$ cat config.mk
export PLATFORM = sky130hd
export DESIGN_NAME = max_tx
export DESIGN_NICKNAME = d
export VERILOG_FILES = /design/src/rtl/uart_pkg.sv /design/src/rtl/max_tx.sv
export SDC_FILE = /design/constraint.sdc
export NUM_CORES = 1
export LEC_CHECK = 0
export ABC_AREA = 1
export CAP_MARGIN = 25
export CORE_AREA = 2 2 39 41
export DETAILED_ROUTE_END_ITERATION = 7
export DIE_AREA = 0 0 41 43
export GPL_TIMING_DRIVEN = 0
export PLACE_DENSITY = 0.56
export SYNTH_ARGS = -nofsm -noshare
export SYNTH_HDL_FRONTEND = slang
export SYNTH_SLANG_ARGS = --single-unit
$ cat constraint.sdc
create_clock -name clk -period 0.8 [get_ports clk]
set_clock_uncertainty 0.15 [all_clocks]
set_input_delay 0.12 -clock clk [delete_from_list [all_inputs] [get_ports clk]]
set_output_delay 0.12 -clock clk [all_outputs]
set_load 0.005 [all_outputs]
$ cat src/rtl/uart_pkg.sv
// UART frame bit-select codes shared by the transmit mux and the upstream bit counter.
`timescale 1ns/1ps
package uart_pkg;

    localparam logic [3:0] SEL_IDLE  = 4'd0;
    localparam logic [3:0] SEL_START = 4'd1;
    localparam logic [3:0] SEL_D0    = 4'd2;
    localparam logic [3:0] SEL_D1    = 4'd3;
    localparam logic [3:0] SEL_D2    = 4'd4;
    localparam logic [3:0] SEL_D3    = 4'd5;
    localparam logic [3:0] SEL_D4    = 4'd6;
    localparam logic [3:0] SEL_D5    = 4'd7;
    localparam logic [3:0] SEL_D6    = 4'd8;
    localparam logic [3:0] SEL_D7    = 4'd9;
    localparam logic [3:0] SEL_PAR   = 4'd10;
    localparam logic [3:0] SEL_STOP  = 4'd11;

    // True when sel addresses one of the eight payload bits.
    function automatic logic is_data_sel(input logic [3:0] sel);
        return (sel >= SEL_D0) && (sel <= SEL_D7);
    endfunction

endpackage

$ cat src/rtl/max_tx.sv
// UART transmit bit mux: drives the line level for the frame bit chosen by sel.
// Latency: 1 cycle from sel/data to Tx (registered, glitch-free output).
// Backpressure: none; sel is sampled every edge, upstream holds data for the frame.
`timescale 1ns/1ps
module max_tx
    import uart_pkg::*;
#(
    parameter logic PARITY_ODD = 1'b0,
    parameter logic IDLE_LEVEL = 1'b1
) (
    input  logic       clk,
    input  logic       rst,
    input  logic [7:0] data,
    input  logic [3:0] sel,
    output logic       Tx
);

    logic       nxt;
    logic [2:0] bit_idx;

    assign bit_idx = 3'(sel - SEL_D0);

    // Unused codes 12..15 fall through to the idle level so the line stays safe.
    always_comb begin
        nxt = IDLE_LEVEL;
        case (sel)
            SEL_IDLE:  nxt = IDLE_LEVEL;
            SEL_START: nxt = ~IDLE_LEVEL;
            SEL_PAR:   nxt = (^data) ^ PARITY_ODD;
            SEL_STOP:  nxt = IDLE_LEVEL;
            default: begin
                if (is_data_sel(sel)) begin
                    nxt = data[bit_idx];
                end
            end
        endcase
    end

    always_ff @(posedge clk or posedge rst) begin
        if (rst) begin
            Tx <= IDLE_LEVEL;
        end else begin
            Tx <= nxt;
        end
    end

endmodule

==> flow_summary.yaml <==
route:
  wl_per_cell_um: 7.16
  viasPerCell: 4.19
  final_antenna_net_count: 0
  drt_iter0_markers: 6
  vias: 478
  first_pass_iters: 2
  drc: 0
  wirelength_um: 816
pwr:
  ir_drop_uv: 201
  leakagePower_nw: 0.353
  power.density_nw_per_um2: 620
setup_path:
  arrival_ns: 0.80
  crit_required_ns: 0.57
  crit_path_end_kind: "flip-flop"
  worstPathCellList: "buf_4 -> nor2_4 -> nand2_1 -> o21ai_1 -> clkinv_1 -> nand2_1 -> nand3_2"
  path_buf_inv: 2
  cp-start-kind: "input port"
  max_stage_delay_ns: 0.15
  crit_path_frequent_cell: "nand2_1"
  critPathSlowestCell: "nor2_4"
  critical_path_class: "input port to flip-flop"
  cp_top_family: "simple AND/OR/NAND/NOR gates"
  critical_path.max_fanout: 3
cells_and_area:
  diodes: 0
  largestRegisters: "Tx (1)"
  fillerInstances: 168
  fin_cells: 114
  drive_gt1_share_pct: 38.8
  area_growth_pct: 55.9
  regMostFlops: "Tx"
  largest_reg_flops: 1
  fin_nets: 114
  final_area_um2: 579
global_route:
  grt_pass1_vias: 379
  grt-ovfl-total: 0
  grt_max_degree: 9
  grt_usage_pct: 10.4
  grt_pass1_wl_um: 1400
  antenna_found_initial: 0
die:
  die-area_um2: 1760
  core_um2: 1380
  rows: 14
  start_util_pct: 26.9
  die-width_um: 41
  ios: 15
  die_y_um: 43
placement:
  port_buffers: 13
  place_congestion: 0.640
  placed_cell_area_um2: 526
  dp_hpwl_um: 655
  place_inst: 113
yosys:
  synth-xor-area-share_pct: 2.36
  syn-instance-count: 84
  synth-simple-area-share_pct: 64.6
  synth_cell_types: 15
  synth_compound_area_share_pct: 3.03
  ys_warn_count: 0
  synth-seq-cells: 1
  synth_mux_area_share_pct: 0
  synth-seq-area-share_pct: 7.07
  synth_adder_area_share_pct: 0
  syn_avg_cell_area_um2: 4.42
  syn-num-nets: 98
  synth_top_family_by_area: "simple AND/OR/NAND/NOR gates"
  synth_area_um2: 372
sta:
  finalCriticalPeriod_ns: 1.03
  worst_slew_margin_rel_pct: 86.6
  max_freq_mhz: 971
  setup_ws_ns: -0.230
  rsz0062_at_grt: "true"
  finalSetupViolations: 2
  worstMarginPinSlew_ns: 0.200
  fin_hold_ws_ns: 0.251
  finalCritPeriodShare_pct: 129
  finalHoldViolCount: 0
  maxSlewViolCount: 0
clock_tree:
  ctsHoldBuffers: 0
  clkTransAtPathRegs_ns: 0
flow_run:
  maxCapViolCount: 0
hold_path:
  holdPathStages: 4
  hold_path_startpoint: "sel[0]"
  holdCritPathClass: "input port to flip-flop"
  worst_hold_path.endpoint: "Tx"
run_status:
  violations: "negative setup slack"
  status: "complete, but fails checks"
## how the worst max path moves through the flow
| stage | start | end | slack (ns) | cells after the start |
|---|---|---|---|---|
| 3_3_place_gp | sel[1] | Tx | -0.69 | 6 |
| 4_1_cts | data[2] | Tx | -0.23 | 10 |
| 5_1_grt | sel[2] | Tx | -0.31 | 9 |
| 3_5_place_dp | sel[1] | Tx | -0.69 | 8 |
| 2_1_floorplan | sel[0] | Tx | -0.07 | 10 |
| 6_report | sel[2] | Tx | -0.23 | 7 |
## worst min-delay path: stages
cell and delay [ns]:
buf_8 0.11, nor3_2 0.05, nand3_2 0.05, nand3_2 0.05
## Yosys cell counts (all sizes together)
master   n  area, µm²
nor2     8       35.0
nand2   48        180
o21ai    1       5.00
nor3     1       5.00
xor2     1       8.76
inv     17       66.3
nand3    3       20.0
clkinv   2       7.51
buf      1       11.3
a31oi    1       6.26
dfstp    1       26.3
## cells in the final DEF, fill, tap and decap left out, drive strengths merged
| master | netlist | routed |
|---|---|---|
| nand2 | 48 | 48 |
| inv | 17 | 17 |
| buf | 1 | 14 |
| nor2 | 8 | 8 |
| nand3 | 3 | 3 |
| clkinv | 2 | 2 |
| dfstp | 1 | 1 |
| xor2 | 1 | 1 |
| o21ai | 1 | 1 |
| nor3 | 1 | 1 |
| a31oi | 1 | 1 |
| clkdlybuf4s50 | 0 | 1 |
## area by class of cell
class	count	area (µm²)	area share, %
flip-flops and latches	1	26.3	4.54
repair buffers	14	115	19.9
multi-input cells	63	328	56.6
well taps	16	20.0	3.46
inverters	19	75.1	13.0
plain buffers	1	15.0	2.59
## through the flow
stage          power, mW  TNS, ns  worst slack (ns)  util (%)
4_1_cts            0.340   -0.291            -0.232      40.2
6_report           0.359   -0.285            -0.230      41.9
3_3_place_gp       0.322    -1.14            -0.686      38.0
2_1_floorplan      0.212  -0.0731           -0.0731         -
5_1_grt            0.403   -0.386            -0.312      41.9
3_5_place_dp       0.324    -1.14            -0.690      38.0
## report_power, final
part | leakage, nW | internal, mW | total (mW) | switching (mW)
clock network | 0 | 0 | 0 | 0
registers | 0.0105 | 0.0648 | 0.0681 | 0.00328
logic | 0.343 | 0.138 | 0.291 | 0.153
## layer usage
layer	up-vias	part of all wire, %	GRT usage, %
met5	-	0	0
met4	0	0	0
met3	0	4.2	0
met2	9	49	17.2
met1	199	47	15.5
li1	270	-	-
## logic make-up after synthesis
family | count (synthesis)
AOI/OAI and AO/OA | 2
DFF | 1
xor gates and xnor gates | 1
and+or+nand+nor | 60
buffers and inverters | 20
## repair_timing
item                       4_1_cts  5_1_grt
hold endpoints to repair         0        0
resized for setup               74        7
buffers inserted                 1        0
setup endpoints to repair        2        2
pin swaps                       16        6
cloned                           0        0
(Power assumes the default switching activity.)
